$ cat src/rtl/butterfly_stage_sequencer_pkg.sv
`default_nettype none
// ============================================================================
//  Module      : butterfly_stage_sequencer_pkg
//  Description : Shared FSM state encoding, mode encoding and index helpers
//                for the radix-2 butterfly stage sequencer.
//  Revision    : 1.0  initial release
// ============================================================================
package butterfly_stage_sequencer_pkg;

  // Sequencer FSM states
  typedef logic [1:0] state_t;
  localparam logic [1:0] ST_IDLE  = 2'd0;
  localparam logic [1:0] ST_ISSUE = 2'd1;
  localparam logic [1:0] ST_DRAIN = 2'd2;
  localparam logic [1:0] ST_FIN   = 2'd3;

  // Mode encoding as seen on cfg_fft / cfg_dif
  localparam logic C_MODE_NTT = 1'b0;
  localparam logic C_MODE_FFT = 1'b1;
  localparam logic C_DIR_DIT  = 1'b0;
  localparam logic C_DIR_DIF  = 1'b1;

  // Bank of an element index: even parity -> bank 0, odd parity -> bank 1.
  // Partner indices differ in exactly one bit, so they always land in
  // opposite banks.
  function automatic logic bank_of(input logic [31:0] x);
    return ^x;
  endfunction

  // Insert a 0 bit at position s: bits below s stay, bits at/above s move up.
  function automatic logic [31:0] insert_zero(input logic [31:0] j,
                                              input logic [31:0] s);
    logic [31:0] low_mask;
    low_mask = (32'd1 << s) - 32'd1;
    return ((j & ~low_mask) << 1) | (j & low_mask);
  endfunction

endpackage
`default_nettype wire

$ cat src/rtl/butterfly_stage_sequencer_if.sv
`default_nettype none
// ============================================================================
//  Module      : butterfly_stage_sequencer_if
//  Description : Command, read-side and write-back bundle of the sequencer.
//                master = command/store side, slave = the sequencer.
//  Revision    : 1.0  initial release
// ============================================================================
interface butterfly_stage_sequencer_if #(
  parameter int LOGN       = 13,
  parameter int ADDR_WIDTH = LOGN - 1
);
  logic                  start;
  logic                  cfg_fft;
  logic                  cfg_dif;
  logic                  busy;
  logic                  done;
  logic                  is_fft;
  logic                  is_dif;
  logic                  rd_en;
  logic [ADDR_WIDTH-1:0] rd_addr_0;
  logic [ADDR_WIDTH-1:0] rd_addr_1;
  logic                  rd_swap;
  logic [LOGN-2:0]       tw_addr;
  logic                  valid_a;
  logic                  valid_b;
  logic                  dest_bank_a;
  logic                  dest_bank_b;
  logic [ADDR_WIDTH-1:0] dest_addr_a;
  logic [ADDR_WIDTH-1:0] dest_addr_b;

  modport master (
    output start, cfg_fft, cfg_dif,
    input  busy, done, is_fft, is_dif, rd_en, rd_addr_0, rd_addr_1, rd_swap,
           tw_addr, valid_a, valid_b, dest_bank_a, dest_bank_b,
           dest_addr_a, dest_addr_b
  );

  modport slave (
    input  start, cfg_fft, cfg_dif,
    output busy, done, is_fft, is_dif, rd_en, rd_addr_0, rd_addr_1, rd_swap,
           tw_addr, valid_a, valid_b, dest_bank_a, dest_bank_b,
           dest_addr_a, dest_addr_b
  );
endinterface
`default_nettype wire

$ cat src/rtl/butterfly_stage_sequencer_dest_pipe.sv
`default_nettype none
// ============================================================================
//  Module      : bsq_dest_pipe
//  Description : DEPTH-deep register chain aligning write-back destination
//                fields with the read data; cleared by async reset.
//  Revision    : 1.0  initial release
// ============================================================================
module bsq_dest_pipe #(
  parameter int DEPTH = 2,
  parameter int WIDTH = 8
) (
  input  wire logic             clk,
  input  wire logic             rst_n,
  input  wire logic [WIDTH-1:0] d_i,
  output logic      [WIDTH-1:0] q_o
);

  generate
    if (DEPTH == 0) begin : g_bypass
      assign q_o = d_i;
    end else begin : g_chain
      logic [WIDTH-1:0] stage_q [DEPTH];

      // Shift the destination bundle one stage per cycle; reset drops in-flight entries
      always_ff @(posedge clk or negedge rst_n) begin
        if (!rst_n) begin
          for (int k = 0; k < DEPTH; k++) stage_q[k] <= '0;
        end else begin
          stage_q[0] <= d_i;
          for (int k = 1; k < DEPTH; k++) stage_q[k] <= stage_q[k-1];
        end
      end

      assign q_o = stage_q[DEPTH-1];
    end
  endgenerate

endmodule
`default_nettype wire

$ cat src/rtl/butterfly_stage_sequencer.sv
`default_nettype none
// ============================================================================
//  Module      : butterfly_stage_sequencer
//  Description : Sequences one in-place radix-2 FFT/NTT pass over a two-bank
//                memory: one butterfly per cycle, bank-conflict-free
//                addresses, twiddle indices, and a drain stall between stages.
//  Revision    : 1.0  initial release
// ============================================================================
module butterfly_stage_sequencer
  import butterfly_stage_sequencer_pkg::*;
#(
  parameter int LOGN         = 13,
  parameter int ADDR_WIDTH   = LOGN - 1,
  parameter int RD_LAT       = 2,
  parameter int PIPE_LAT_FFT = 24,
  parameter int PIPE_LAT_NTT = 22
) (
  input  wire logic                clk,
  input  wire logic                rst_n,
  butterfly_stage_sequencer_if.slave bfly
);

  localparam int J_W    = LOGN - 1;
  localparam int S_W    = (LOGN > 1) ? $clog2(LOGN) : 1;
  localparam int D_FFT  = RD_LAT + PIPE_LAT_FFT;
  localparam int D_NTT  = RD_LAT + PIPE_LAT_NTT;
  localparam int D_MAX  = (D_FFT > D_NTT) ? D_FFT : D_NTT;
  localparam int CNT_W  = $clog2(D_MAX + 1);
  localparam int PIPE_W = 3 + 2 * ADDR_WIDTH;

  localparam logic [J_W-1:0]   C_J_LAST  = '1;
  localparam logic [S_W-1:0]   C_S_LAST  = S_W'(LOGN - 1);
  localparam logic [CNT_W-1:0] C_CNT_FFT = CNT_W'(D_FFT - 1);
  localparam logic [CNT_W-1:0] C_CNT_NTT = CNT_W'(D_NTT - 1);

  state_t           state_q, state_d;
  logic [J_W-1:0]   j_q, j_d;
  logic [S_W-1:0]   s_q, s_d;
  logic [CNT_W-1:0] cnt_q, cnt_d;
  logic             is_fft_q, is_fft_d;
  logic             is_dif_q, is_dif_d;

  logic                  w_issue;
  logic                  w_last_stage;
  logic [LOGN-1:0]       w_a_idx;
  logic [LOGN-1:0]       w_b_idx;
  logic                  w_bank_a;
  logic                  w_bank_b;
  logic [ADDR_WIDTH-1:0] w_addr_a;
  logic [ADDR_WIDTH-1:0] w_addr_b;
  logic [J_W-1:0]        w_tw;
  logic [PIPE_W-1:0]     w_pipe_in;
  logic [PIPE_W-1:0]     w_pipe_out;

  assign w_issue      = (state_q == ST_ISSUE);
  assign w_last_stage = (is_dif_q == C_DIR_DIF) ? (s_q == '0) : (s_q == C_S_LAST);

  // FSM next-state, counter and mode-latch logic
  always_comb begin
    state_d  = state_q;
    j_d      = j_q;
    s_d      = s_q;
    cnt_d    = cnt_q;
    is_fft_d = is_fft_q;
    is_dif_d = is_dif_q;
    case (state_q)
      ST_IDLE: begin
        if (bfly.start) begin
          is_fft_d = bfly.cfg_fft;
          is_dif_d = bfly.cfg_dif;
          j_d      = '0;
          s_d      = (bfly.cfg_dif == C_DIR_DIF) ? C_S_LAST : '0;
          state_d  = ST_ISSUE;
        end
      end
      ST_ISSUE: begin
        if (j_q == C_J_LAST) begin
          cnt_d   = (is_fft_q == C_MODE_FFT) ? C_CNT_FFT : C_CNT_NTT;
          state_d = ST_DRAIN;
        end else begin
          j_d = j_q + J_W'(1);
        end
      end
      ST_DRAIN: begin
        if (cnt_q == '0) begin
          if (w_last_stage) begin
            state_d = ST_FIN;
          end else begin
            s_d     = (is_dif_q == C_DIR_DIF) ? (s_q - S_W'(1)) : (s_q + S_W'(1));
            j_d     = '0;
            state_d = ST_ISSUE;
          end
        end else begin
          cnt_d = cnt_q - CNT_W'(1);
        end
      end
      ST_FIN:  state_d = ST_IDLE;
      default: state_d = ST_IDLE;
    endcase
  end

  // State and counter registers
  always_ff @(posedge clk or negedge rst_n) begin
    if (!rst_n) begin
      state_q  <= ST_IDLE;
      j_q      <= '0;
      s_q      <= '0;
      cnt_q    <= '0;
      is_fft_q <= 1'b0;
      is_dif_q <= 1'b0;
    end else begin
      state_q  <= state_d;
      j_q      <= j_d;
      s_q      <= s_d;
      cnt_q    <= cnt_d;
      is_fft_q <= is_fft_d;
      is_dif_q <= is_dif_d;
    end
  end

  // Butterfly operand indices: a has a 0 at bit s, b is its partner with a 1 there
  assign w_a_idx  = LOGN'(insert_zero(32'(j_q), 32'(s_q)));
  assign w_b_idx  = w_a_idx | (LOGN'(1) << s_q);
  assign w_bank_a = bank_of(32'(w_a_idx));
  assign w_bank_b = bank_of(32'(w_b_idx));
  assign w_addr_a = w_a_idx[LOGN-1:1];
  assign w_addr_b = w_b_idx[LOGN-1:1];

  // Twiddle index (j mod 2^s) << (LOGN-1-s); at s = LOGN-1 the mask wraps to all ones
  assign w_tw = (j_q & ((J_W'(1) << s_q) - J_W'(1))) << (S_W'(J_W) - s_q);

  // Read-side outputs are forced to 0 whenever no butterfly is issued
  assign bfly.rd_en     = w_issue;
  assign bfly.rd_swap   = w_issue & w_bank_a;
  assign bfly.rd_addr_0 = !w_issue ? '0 : (w_bank_a ? w_addr_b : w_addr_a);
  assign bfly.rd_addr_1 = !w_issue ? '0 : (w_bank_a ? w_addr_a : w_addr_b);
  assign bfly.tw_addr   = w_issue ? w_tw : '0;

  // In-place operation: destination equals source, delayed by the read latency
  assign w_pipe_in = {w_issue,
                      w_issue & w_bank_a,
                      w_issue & w_bank_b,
                      w_issue ? w_addr_a : '0,
                      w_issue ? w_addr_b : '0};

  bsq_dest_pipe #(
    .DEPTH (RD_LAT),
    .WIDTH (PIPE_W)
  ) u_dest_pipe (
    .clk   (clk),
    .rst_n (rst_n),
    .d_i   (w_pipe_in),
    .q_o   (w_pipe_out)
  );

  assign bfly.valid_a     = w_pipe_out[PIPE_W-1];
  assign bfly.valid_b     = w_pipe_out[PIPE_W-1];
  assign bfly.dest_bank_a = w_pipe_out[PIPE_W-2];
  assign bfly.dest_bank_b = w_pipe_out[PIPE_W-3];
  assign bfly.dest_addr_a = w_pipe_out[2*ADDR_WIDTH-1:ADDR_WIDTH];
  assign bfly.dest_addr_b = w_pipe_out[ADDR_WIDTH-1:0];

  assign bfly.busy   = (state_q == ST_ISSUE) || (state_q == ST_DRAIN);
  assign bfly.done   = (state_q == ST_FIN);
  assign bfly.is_fft = is_fft_q;
  assign bfly.is_dif = is_dif_q;

endmodule
`default_nettype wire

$ cat src/flat_wrapper.sv
// flat-port wrapper written by rule: the top's interface ports become plain ports
module butterfly_stage_sequencer_flat import butterfly_stage_sequencer_pkg::*;
#(
  parameter int LOGN         = 13,
  parameter int ADDR_WIDTH   = LOGN - 1,
  parameter int RD_LAT       = 2,
  parameter int PIPE_LAT_FFT = 24,
  parameter int PIPE_LAT_NTT = 22
)
  (clk, rst_n, bfly_start, bfly_cfg_fft, bfly_cfg_dif, bfly_busy, bfly_done, bfly_is_fft, bfly_is_dif, bfly_rd_en, bfly_rd_addr_0, bfly_rd_addr_1, bfly_rd_swap, bfly_tw_addr, bfly_valid_a, bfly_valid_b, bfly_dest_bank_a, bfly_dest_bank_b, bfly_dest_addr_a, bfly_dest_addr_b);
  butterfly_stage_sequencer_if #(.LOGN(LOGN), .ADDR_WIDTH(ADDR_WIDTH)) bfly_i ();
  input  wire logic clk;
  input  wire logic rst_n;
  input wire logic [$bits(bfly_i.start)-1:0] bfly_start;
  input wire logic [$bits(bfly_i.cfg_fft)-1:0] bfly_cfg_fft;
  input wire logic [$bits(bfly_i.cfg_dif)-1:0] bfly_cfg_dif;
  output wire logic [$bits(bfly_i.busy)-1:0] bfly_busy;
  output wire logic [$bits(bfly_i.done)-1:0] bfly_done;
  output wire logic [$bits(bfly_i.is_fft)-1:0] bfly_is_fft;
  output wire logic [$bits(bfly_i.is_dif)-1:0] bfly_is_dif;
  output wire logic [$bits(bfly_i.rd_en)-1:0] bfly_rd_en;
  output wire logic [$bits(bfly_i.rd_addr_0)-1:0] bfly_rd_addr_0;
  output wire logic [$bits(bfly_i.rd_addr_1)-1:0] bfly_rd_addr_1;
  output wire logic [$bits(bfly_i.rd_swap)-1:0] bfly_rd_swap;
  output wire logic [$bits(bfly_i.tw_addr)-1:0] bfly_tw_addr;
  output wire logic [$bits(bfly_i.valid_a)-1:0] bfly_valid_a;
  output wire logic [$bits(bfly_i.valid_b)-1:0] bfly_valid_b;
  output wire logic [$bits(bfly_i.dest_bank_a)-1:0] bfly_dest_bank_a;
  output wire logic [$bits(bfly_i.dest_bank_b)-1:0] bfly_dest_bank_b;
  output wire logic [$bits(bfly_i.dest_addr_a)-1:0] bfly_dest_addr_a;
  output wire logic [$bits(bfly_i.dest_addr_b)-1:0] bfly_dest_addr_b;
  assign bfly_i.start = bfly_start;
  assign bfly_i.cfg_fft = bfly_cfg_fft;
  assign bfly_i.cfg_dif = bfly_cfg_dif;
  assign bfly_busy = bfly_i.busy;
  assign bfly_done = bfly_i.done;
  assign bfly_is_fft = bfly_i.is_fft;
  assign bfly_is_dif = bfly_i.is_dif;
  assign bfly_rd_en = bfly_i.rd_en;
  assign bfly_rd_addr_0 = bfly_i.rd_addr_0;
  assign bfly_rd_addr_1 = bfly_i.rd_addr_1;
  assign bfly_rd_swap = bfly_i.rd_swap;
  assign bfly_tw_addr = bfly_i.tw_addr;
  assign bfly_valid_a = bfly_i.valid_a;
  assign bfly_valid_b = bfly_i.valid_b;
  assign bfly_dest_bank_a = bfly_i.dest_bank_a;
  assign bfly_dest_bank_b = bfly_i.dest_bank_b;
  assign bfly_dest_addr_a = bfly_i.dest_addr_a;
  assign bfly_dest_addr_b = bfly_i.dest_addr_b;
  butterfly_stage_sequencer #(.LOGN(LOGN), .ADDR_WIDTH(ADDR_WIDTH), .RD_LAT(RD_LAT), .PIPE_LAT_FFT(PIPE_LAT_FFT), .PIPE_LAT_NTT(PIPE_LAT_NTT)) u_core (.clk(clk), .rst_n(rst_n), .bfly(bfly_i));
endmodule
$ cat config.mk
export PLATFORM = sky130hd
export DESIGN_NAME = butterfly_stage_sequencer_flat
export DESIGN_NICKNAME = d
export VERILOG_FILES = /design/src/rtl/butterfly_stage_sequencer_pkg.sv /design/src/rtl/butterfly_stage_sequencer_if.sv /design/src/rtl/butterfly_stage_sequencer_dest_pipe.sv /design/src/rtl/butterfly_stage_sequencer.sv /design/src/flat_wrapper.sv
export SDC_FILE = /design/constraint.sdc
export NUM_CORES = 1
export LEC_CHECK = 0
export ABC_AREA = 0
export BUFFER_PORTS_ARGS = -buffer_cell sky130_fd_sc_hd__buf_2
export CAP_MARGIN = 20
export CORE_MARGIN = 1.5
export CORE_UTILIZATION = 50
export CTS_CLUSTER_DIAMETER = 150
export DETAILED_ROUTE_END_ITERATION = 16
export PLACE_DENSITY = 0.84
export RECOVER_POWER = 100
export SYNTH_ARGS = -nofsm -noshare
export SYNTH_HDL_FRONTEND = slang
export SYNTH_HIERARCHICAL = 1
export SYNTH_SLANG_ARGS = --single-unit
$ cat constraint.sdc
create_clock -name clk -period 5.6 [get_ports clk]
set_input_delay 1.68 -clock clk [delete_from_list [all_inputs] [get_ports clk]]
set_output_delay 1.68 -clock clk [all_outputs]
set_load 0.02 [all_outputs]
[Yosys cells after proc, flatten, opt, wreduce, memory -nomap -nowiden]
Index checks and enable logic that the tools add are counted.
Storage, ports and cells
  register bits after elaboration: 79
  bits in latches: 0
  RAM bits: 0
  ROM bits: 0
  input port bits: 5
  output and inout bits: 70
  logic and storage cells: 80
  memories kept: 0
Operators by class
  add/subtract/negate cells: 7
  multipliers: 0
  divide/modulo/power cells: 0
  order comparisons: 0
  equality and inequality tests: 11
  shifts and indexed selects: 4
  muxes and demuxes: 28
  bitwise gates (word level): 8
  reduce and logical (&&, ||, !) cells: 14
Operator list (number)
  12-bit two-way mux: 11
  32-bit parity: 2
  12-bit case mux with 3 select lines: 1
  13-bit bitwise OR: 2
  1-bit by 4-bit << shifter with 13-bit output (first input constant): 2
  12-bit AND: 2
  4-bit two-way mux: 6
  12-bit by 13-bit AND with 13-bit output: 1
  13-bit by 1-bit subtractor with 13-bit output (second input constant): 1
  12-bit by 1-bit adder with 12-bit output (second input constant): 1
  12-bit == test (second input constant): 1
  12-bit inverter: 1
  1-bit by 4-bit << shifter with 12-bit output (first input constant): 1
  12-bit by 4-bit << shifter with 12-bit output: 1
  12-bit by 1-bit subtractor with 12-bit output (second input constant): 1
  5-bit two-way mux: 2
  2-bit != test (second input constant): 5
  5-bit case mux with 2 select lines: 1
  2-bit two-way mux: 4
  2-bit case mux with 4 select lines: 1
  4-bit case mux with 2 select lines: 1
  3-bit AND reduction: 2
  5-bit zero test: 1
  5-bit AND reduction: 1
  other kinds (17): 20

[Logic depth before layout (Yosys ltp)]
Gate-level depths: netlist of run 1.
  depth in word-level cells: 8
  gate-level depth with buffers: 17
  gate-level depth less buffers: 14

[Hierarchy]
The synthesis of run 1 kept the hierarchy.
Modules (own cells, without submodules)
  butterfly_stage_sequencer: instances 1, cells an instance 490, area an instance 3495.9 um^2, seq. area each 625.6 um^2
  bsq_dest_pipe: instances 1, cells an instance 81, area an instance 1554.0 um^2, seq. area each 1351.3 um^2

[Worst setup path after synthesis of run 1]
Ideal clock, no wire load.
  path type: register -> output
  start point: reg u_core.s_q[0]
  end point: out bfly_rd_addr_0[10]
  data arrival time: 4329 ps
  data required time: 3920 ps
  slack: -409 ps
  cell stages (with the launch flop): 17
  cells stage by stage: dfrtp_1 clkbuf_1 clkinv_1 ha_1 ha_1 nand2b_1 clkbuf_1 ha_1 clkbuf_1 or3b_2 a32oi_1 a21boi_0 a21oi_1 o22ai_1 a31oi_2 xnor2_2 o21ai_0
On the way
  longest elaborated chain between the ends: 8
RTL lines
  start, declared: RTL line butterfly_stage_sequencer.sv:38  | logic [S_W-1:0] s_q, s_d;
  start signal, assigned: RTL line butterfly_stage_sequencer.sv:107  | s_q <= '0;
  start signal, assigned: RTL line butterfly_stage_sequencer.sv:114  | s_q <= s_d;
  1-bit by 4-bit << shifter with 13-bit output: RTL line butterfly_stage_sequencer_pkg.sv:34, butterfly_stage_sequencer.sv:123
  13-bit by 1-bit subtractor with 13-bit output: RTL line butterfly_stage_sequencer_pkg.sv:34  | low_mask = (32'd1 << s) - 32'd1;
  12-bit inverter: RTL line butterfly_stage_sequencer_pkg.sv:35  | return ((j & ~low_mask) << 1) | (j & low_mask);
  12-bit AND: RTL line butterfly_stage_sequencer_pkg.sv:35
  13-bit bitwise OR: RTL line butterfly_stage_sequencer_pkg.sv:35
  32-bit parity / 13-bit bitwise OR (equally long branches): RTL line butterfly_stage_sequencer_pkg.sv:27, butterfly_stage_sequencer.sv:123
  12-bit two-way mux * (2 in a row): RTL line butterfly_stage_sequencer.sv:135  | assign bfly.rd_addr_0 = !w_issue ? '0 : (w_bank_a ? w_addr_b : w_addr_a);
  end, declared: RTL line flat_wrapper.sv:22  | output wire logic [$bits(bfly_i.rd_addr_0)-1:0] bfly_rd_addr_0;
Every way passes the cells marked *; elsewhere a longest branch is shown, timed or not.

[Worst setup path after layout of run 1]
  start point: reg u_core.s_q[0]
  end point: out bfly_rd_addr_0[0]
The elaborated chain is that of the path after synthesis.

==> flow_metrics.env, run 1 <==
export IMPL_status="finished clean"
export IMPL_finalPower_w=0.000994
export IMPL_synth_cell_area_um2=5050
export IMPL_hp_start="u_core/u_dest_pipe/g_chain.stage_q[29]$_DFF_PN0_"
export IMPL_die_w_um=103
export IMPL_stdcell_count=763
export IMPL_vdd_ir_drop_max_uv=122
export IMPL_fin_skew_ns=0.0138
export IMPL_grt_max_degree=80
export IMPL_reg2reg_slack_ns=2.18
export IMPL_grt_use_total=0.243
export IMPL_min_period_ns=5.54
export IMPL_yosysSeqAreaShare=0.391
export IMPL_layout_nets=648
export IMPL_drc=0
export IMPL_rows=36
export IMPL_postLayoutSetupSlackWorst_ns=0.0625
export IMPL_dp_cells=732
export IMPL_dp_hpwl_mm=9.06
export IMPL_required_ns=3.92
export IMPL_dp_slack_ns=0.192
export IMPL_synth_simple_area_share=0.194
export IMPL_netlist_instances=571
export IMPL_antenna_found_initial=0
export IMPL_tightest_slew_ns=0.967
export IMPL_insertion_delay_ns=0.36
export IMPL_synth_area_mux_share=0.0216
export IMPL_hold_slack_ns=0.351
export IMPL_ys_async_sr_fraction=1.00
export IMPL_fin_crit_sh=0.989
export IMPL_synth_compound_area_frac=0.199
export IMPL_grt_pass1_wl_mm=19.9
export IMPL_diodes=0
export IMPL_core_area_um2=9770
export IMPL_start_util=0.517
export IMPL_synthXorXnorAreaFrac=0.0602
export IMPL_worstSetupPathType="register to primary output"
export IMPL_cts_root_buf="clkbuf_8"
export IMPL_final_cell_mix="dfrtp_1, buf_2, nand2_1, o21ai_0, nor2_1"
export IMPL_vias=4498
export IMPL_htreeDepth=3
export IMPL_port_buffers=74
export IMPL_numCtsBuffers=9
export IMPL_rsz0062_at_grt="true"
export IMPL_layout_drive_gt1_share=0.262
export IMPL_via_per_inst=5.90
export IMPL_die_area_um2=10700
export IMPL_ios=75
export IMPL_drt_initial_drc_count=476
export IMPL_maxSlewViolCount=0
export IMPL_synth_edf_count=0
export IMPL_grt_pass1_vias=4078
export IMPL_die_y_um=103
export IMPL_synthFlopType="dfrtp_1"
export IMPL_yosys_warnings=6
export IMPL_grt_ovfl_total=0
export IMPL_syn_avg_cell_area_um2=8.84
export IMPL_p_per_area_nw_per_um2=166
export IMPL_synth_top_family_by_area="compound AO/OA/AOI/OAI gates"
export IMPL_critPathArrivalTime_ns=3.86
export IMPL_holdPathEnd="u_core/u_dest_pipe/q_o[2]$_DFF_PN0_"
export IMPL_gp_congestion=0.927
export IMPL_startpoint_type="register"
export IMPL_worstPathMaxFanout=7
export IMPL_layout_commonest_cell="dfrtp_1"
export IMPL_totalWireLength_mm=13.0
export IMPL_max_slew_margin_rel=0.355
export IMPL_r2r_end="u_core/u_dest_pipe/g_chain.stage_q[52]$_DFF_PN0_"
export IMPL_finalHoldViolCount=0
export IMPL_clkTransAtPathRegs_ns=0.08
export IMPL_area_growth_pct=18.5
export IMPL_hold_path_class="register to register"
export IMPL_ys_ff_latch=79
export IMPL_ant_nets=0
export IMPL_cts_tree="yes"
export IMPL_drv_cap=0
export IMPL_finalSetupViolations=0
export IMPL_min_path_cells=0
export IMPL_routedWlPerCell_um=17.0
export IMPL_cp_end_kind="primary output"
export IMPL_r2r_start="u_core/s_q[0]$_DFFE_PN0P_"
export IMPL_synthDistinctLibCells=69
export IMPL_clockBufferDepth=2
export IMPL_fmax_ghz=0.181
export IMPL_clock_sinks=79
export IMPL_setup_tns_ns=0
export IMPL_power_leakage_nw=2.79
export IMPL_drt_pass1_iter_count=5
export IMPL_rr_worst_depth=13
export IMPL_synthAdderAreaFrac=0.0456
export IMPL_synth_fp_nets=593
[sequential cells by signal (all words and copies together) (netlist names)]
signal	count
u_core/s_q	4
u_core/bfly.is_dif	1
u_core/state_q	2
u_core/bfly.is_fft	1
u_core/cnt_q	5
u_core/u_dest_pipe/g_chain.stage_q	27
u_core/u_dest_pipe/q_o	27
u_core/j_q	12
[report_power, final]
group | switching, W | leakage, nW | internal, W
clock | 0.000207 | 0.0965 | 0.000205
sequential | 0 | 0.972 | 0.000570
combinational | 0.0000111 | 1.72 | 0.00000127
[logic make-up after synthesis]
kind of cell	count (synthesis)
xor+xnor	29
simple gates	196
compound gates	152
fa+ha+maj	18
flops	79
buf+inv	89
mux	8
[worst max path at each step]
| stage | start | end | slack (ns) | cells after the start |
|---|---|---|---|---|
| floorplan | u_core/s_q[0]$_DFFE_PN0P_ | bfly_rd_addr_1[0] | 0.04 | 17 |
| global placement | u_core/s_q[0]$_DFFE_PN0P_ | bfly_rd_addr_0[9] | 0.30 | 13 |
| detailed placement | u_core/s_q[0]$_DFFE_PN0P_ | bfly_rd_addr_0[4] | 0.19 | 13 |
| CTS | u_core/s_q[0]$_DFFE_PN0P_ | bfly_rd_addr_0[2] | 0.003 | 14 |
| global route | u_core/s_q[1]$_DFFE_PN0P_ | bfly_rd_addr_0[0] | -0.08 | 16 |
| finish | u_core/s_q[0]$_DFFE_PN0P_ | bfly_rd_addr_0[0] | 0.06 | 14 |
[synthesized netlist by cell type, drive strengths merged (16+ instances only)]
| master | n | area share |
|---|---|---|
| ha | 16 | 0.040 |
| o21ai | 56 | 0.056 |
| nor2 | 34 | 0.025 |
| nand2 | 57 | 0.042 |
| nor2b | 20 | 0.025 |
| xnor2 | 18 | 0.034 |
| inv | 22 | 0.016 |
| a21oi | 20 | 0.020 |
| buf | 34 | 0.048 |
| nand3 | 24 | 0.024 |
| clkbuf | 32 | 0.024 |
| dfrtp | 79 | 0.39 |
[per-layer routing]
layer / vias up / part of all wire / global-route usage
li1: 2077 / - / -
met2: 205 / 0.51 / 0.421
met5: - / 0 / 0
met3: 46 / 0.053 / 0.0363
met1: 2170 / 0.39 / 0.287
met4: 0 / 0.044 / 0.139
[cell type report]
type                            instances  area (um^2)
Multi-Input combinational cell        403         2790
Timing Repair Buffer                  110          776
Fill cell                             800         3790
Tap cell                              133          166
Clock inverter                          5         57.6
Inverter                               23         93.8
Sequential cell                        79         1980
Clock buffer                           10          128
[per-stage QoR]
stage,utilization,instance area (um^2)
floorplan,-,5090
global placement,0.554,5420
detailed placement,0.554,5420
CTS,0.582,5680
global route,0.612,5990
finish,0.612,5990
[critical path, stage by stage, from the launching register on]
cell and delay (ns):
dfrtp_2 0.43, clkinv_4 0.09, ha_4 0.18, ha_4 0.15
or4_4 0.58, a211oi_4 0.29, o21ai_2 0.11, nand2_2 0.12
xor2_2 0.16, xnor3_2 0.40, xnor2_4 0.28, xor2_2 0.22
buf_6 0.16, a41o_1 0.21, buf_6 0.12
[timing repair]
action	4_1_cts	5_1_grt
cloned	0	1
pin swaps	2	15
buffers inserted	3	12
hold buffers	0	0
resized for setup	10	44
setup endpoints to repair	15	25
Note: power is estimated with default switching activity, not from simulation.
==> run 2, diff against run 1 <==
--- a/config.mk
+++ b/config.mk
@@ -5,7 +5,7 @@
 export SDC_FILE = /design/constraint.sdc
 export NUM_CORES = 1
 export LEC_CHECK = 0
-export ABC_AREA = 0
+export ABC_AREA = 1
 export BUFFER_PORTS_ARGS = -buffer_cell sky130_fd_sc_hd__buf_2
 export CAP_MARGIN = 20
 export CORE_MARGIN = 1.5
==> run 2 against run 1 <==
Net effect:
- clock skew grew 0.0023 ns
- largest cell class unchanged
- setup slack gained 0.22 ns
- the flow now finishes with violations (max-capacitance violations, max-slew violations)
- flip-flop and latch count did not move
- maximum frequency increased by 4.1%
- cell count grew 20%
- largest power group is now combinational logic
==> flow_metrics.env, run 2 <==
export IMPL_cts_tree="yes"
export IMPL_holdPathEnd="u_core/u_dest_pipe/q_o[16]$_DFF_PN0_"
export IMPL_min_period_ns=5.32
export IMPL_dp_hpwl_mm=8.58
export IMPL_hold_path_class="register to register"
export IMPL_drv_cap=1
export IMPL_setup_tns_ns=0
export IMPL_insertion_delay_ns=0.37
export IMPL_fin_crit_sh=0.950
export IMPL_layout_nets=798
export IMPL_synth_edf_count=0
export IMPL_finalSetupViolations=0
export IMPL_synth_cell_area_um2=5230
export IMPL_critPathArrivalTime_ns=3.64
export IMPL_p_sw_w=0.00158
export IMPL_cp_end_kind="primary output"
export IMPL_ios=75
export IMPL_clkTransAtPathRegs_ns=0.09
export IMPL_synthMostInstantiatedCell="nand2_1"
export IMPL_wl_met1_mm=5.07
export IMPL_grt_max_degree=80
export IMPL_yosys_area_top_type="dfrtp_1"
export IMPL_diodes=0
export IMPL_grt_ovfl_total=0
export IMPL_gp_congestion=0.916
export IMPL_ys_ff_latch=79
export IMPL_start_util=0.511
export IMPL_intPower_w=0.00155
export IMPL_finalHoldViolCount=0
export IMPL_synthDominantCellAreaShare=0.378
export IMPL_grt_use_total=0.217
export IMPL_yosys_warnings=6
export IMPL_synth_fp_nets=751
export IMPL_max_slew_margin_rel=-0.254
export IMPL_final_cell_mix="nand2_1, inv_1, dfrtp_1, nand3_1, nor2_1"
export IMPL_clock_sinks=79
export IMPL_p_clk_frac=0.167
export IMPL_via_per_inst=5.12
export IMPL_vias=4694
export IMPL_rsz0062_at_grt="false"
export IMPL_top_layer_used="met4"
export IMPL_ctsHoldBuffers=0
export IMPL_clockBufferDepth=2
export IMPL_layout_commonest_cell="nand2_1"
export IMPL_grt_pass1_vias=4342
export IMPL_ys_async_sr_fraction=1.00
export IMPL_status="complete, but fails checks"
export IMPL_htreeDepth=3
export IMPL_worstSetupPathType="register to primary output"
export IMPL_tightest_slew_ns=1.88
export IMPL_drt_pass1_iter_count=5
export IMPL_drt_initial_drc_count=300
export IMPL_r2r_start="u_core/state_q[1]$_DFFE_PN0P_"
export IMPL_layout_drive_gt1_share=0.123
export IMPL_fin_skew_ns=0.0160
export IMPL_power_leakage_nw=3.25
export IMPL_synthFlopType="dfrtp_1"
export IMPL_p_sw_frac=0.505
export IMPL_route_met2_wl_mm=5.87
export IMPL_maxSlewViolCount=80
export IMPL_r2r_end="u_core/j_q[10]$_DFFE_PN0P_"
export IMPL_routedWlPerCell_um=12.9
export IMPL_numCtsBuffers=9
export IMPL_syn_avg_cell_area_um2=7.18
export IMPL_reg2reg_slack_ns=2.46
export IMPL_dr_wl_met3_um=739
export IMPL_die_area_um2=11100
export IMPL_die_y_um=105
export IMPL_violations="max-capacitance violations, max-slew violations"
export IMPL_min_path_cells=0
export IMPL_area_growth_pct=9.49
export IMPL_totalWireLength_mm=11.8
export IMPL_vdd_ir_drop_max_uv=226
export IMPL_p_comb_frac=0.584
export IMPL_rr_worst_depth=13
export IMPL_seqPwrFrac=0.249
export IMPL_cts_root_buf="clkbuf_8"
export IMPL_ant_nets=0
export IMPL_worstPathMaxFanout=16
export IMPL_die_w_um=105
export IMPL_rows=37
export IMPL_netlist_instances=729
export IMPL_ys_top_cells_by_count="nand2_1, inv_1, dfrtp_1, nand3_1, nor2_1"
export IMPL_startpoint_type="register"
export IMPL_port_buffers=74
export IMPL_required_ns=3.92
export IMPL_core_area_um2=10200
export IMPL_nFillCells=988
export IMPL_hp_start="u_core/u_dest_pipe/g_chain.stage_q[43]$_DFF_PN0_"
export IMPL_synth_area_top_cells="dfrtp_1, nand2_1, inv_1"
export IMPL_finalPower_w=0.00312
export IMPL_yosysSeqAreaShare=0.378
export IMPL_antenna_found_initial=0
export IMPL_grt_pass1_wl_mm=19.5
export IMPL_synthDistinctLibCells=38
export IMPL_p_per_area_nw_per_um2=545
export IMPL_drc=0
export IMPL_fmax_ghz=0.188
run 2: changes by cell type after synthesis, sizes merged, moves of 9 or more:
cell	change
and2	-12
xnor2	-16
inv	+100
nand2	+162
and3	-9
nand3	+51
o21ai	-15
nor2b	-20
a21boi	-9
clkbuf	-23
nor2	+29
run 2: worst max-delay path by stage:
stage | start | to | slack, ns | cells past startpoint
after floorplan | u_core/s_q[0]$_DFFE_PN0P_ | bfly_rd_addr_0[1] | 0.49 | 23
final | u_core/s_q[0]$_DFFE_PN0P_ | bfly_rd_addr_1[6] | 0.28 | 20
after global routing | u_core/s_q[1]$_DFFE_PN0P_ | bfly_rd_addr_0[11] | 0.008 | 20
after CTS | u_core/s_q[0]$_DFFE_PN0P_ | bfly_rd_addr_0[0] | 0.12 | 21
after global placement | u_core/s_q[0]$_DFFE_PN0P_ | bfly_rd_addr_0[0] | 0.46 | 21
after detailed placement | u_core/s_q[0]$_DFFE_PN0P_ | bfly_rd_addr_0[0] | 0.39 | 21
run 2: area by class of cell:
cell class	count	area [um^2]	share of cell area
clock inverters	3	90.1	0.0157
well taps	136	170	0.0297
multi-input cells	485	2520	0.440
flip-flops and latches	79	1980	0.346
repair buffers	79	352	0.0614
inverters	122	458	0.0799
clock buffers	12	155	0.0271
run 2: cell families after synthesis:
logic type      Yosys count  synth area share
compound gates           77            0.0842
mux                       5            0.0100
fa+ha+maj                17            0.0421
buf+inv                 166             0.144
flops                    79             0.378
simple gates            376             0.326
xor+xnor                  9            0.0151
run 2: through the flow:
step           cell area (um^2)  setup WS (ns)  hold slack, ns  std cells   util
2_1_floorplan              5230          0.490           0.331        729      -
3_3_place_gp               5490          0.457           0.331        897  0.537
3_5_place_dp               5490          0.395           0.335        897  0.537
4_1_cts                    5740          0.119           0.351        912  0.561
5_1_grt                    5730        0.00781           0.351        916  0.560
6_report                   5730          0.282           0.350        916  0.560
run 2: layer usage:
layer | track usage | up-vias
met5 | 0 | -
met1 | 0.270 | 2172
met2 | 0.376 | 154
met3 | 0.0427 | 14
li1 | - | 2354
met4 | 0.0744 | 0
run 2: what timing repair did:
action / 4_1_cts / 5_1_grt
pin swaps: 0 / 1
buffers inserted: 0 / 3
setup endpoints to repair: 3 / 25
cloned: 0 / 1
resized for setup: 1 / 9
run 2: worst max-delay path, stage by stage (launching register included):
cell and delay [ns]:
dfrtp_2 0.47, inv_1 0.10, buf_4 0.21, ha_1 0.43, nand3_2 0.20, inv_1 0.16, nand4_1 0.13, nand3_1 0.19
nand2_1 0.12, inv_1 0.17, nand2_1 0.07, nand2_1 0.07, nand3_1 0.07, nand2_1 0.15, inv_1 0.09, nand3_4 0.15
nand2_8 0.13, nand2_1 0.08, nand2_1 0.05, inv_1 0.05, clkbuf_2 0.15
run 2: power by group through the flow:
| stage | registers [W] | logic, W | clock network [W] |
|---|---|---|---|
| finish | 0.000779 | 0.00182 | 0.000521 |
| global placement | 0.000786 | 0.00171 | 0 |
| detailed placement | 0.000791 | 0.00174 | 0 |
| floorplan | 0.000745 | 0.00146 | 0 |
| global route | 0.000791 | 0.00206 | 0.000549 |
| CTS | 0.000782 | 0.00175 | 0.000528 |
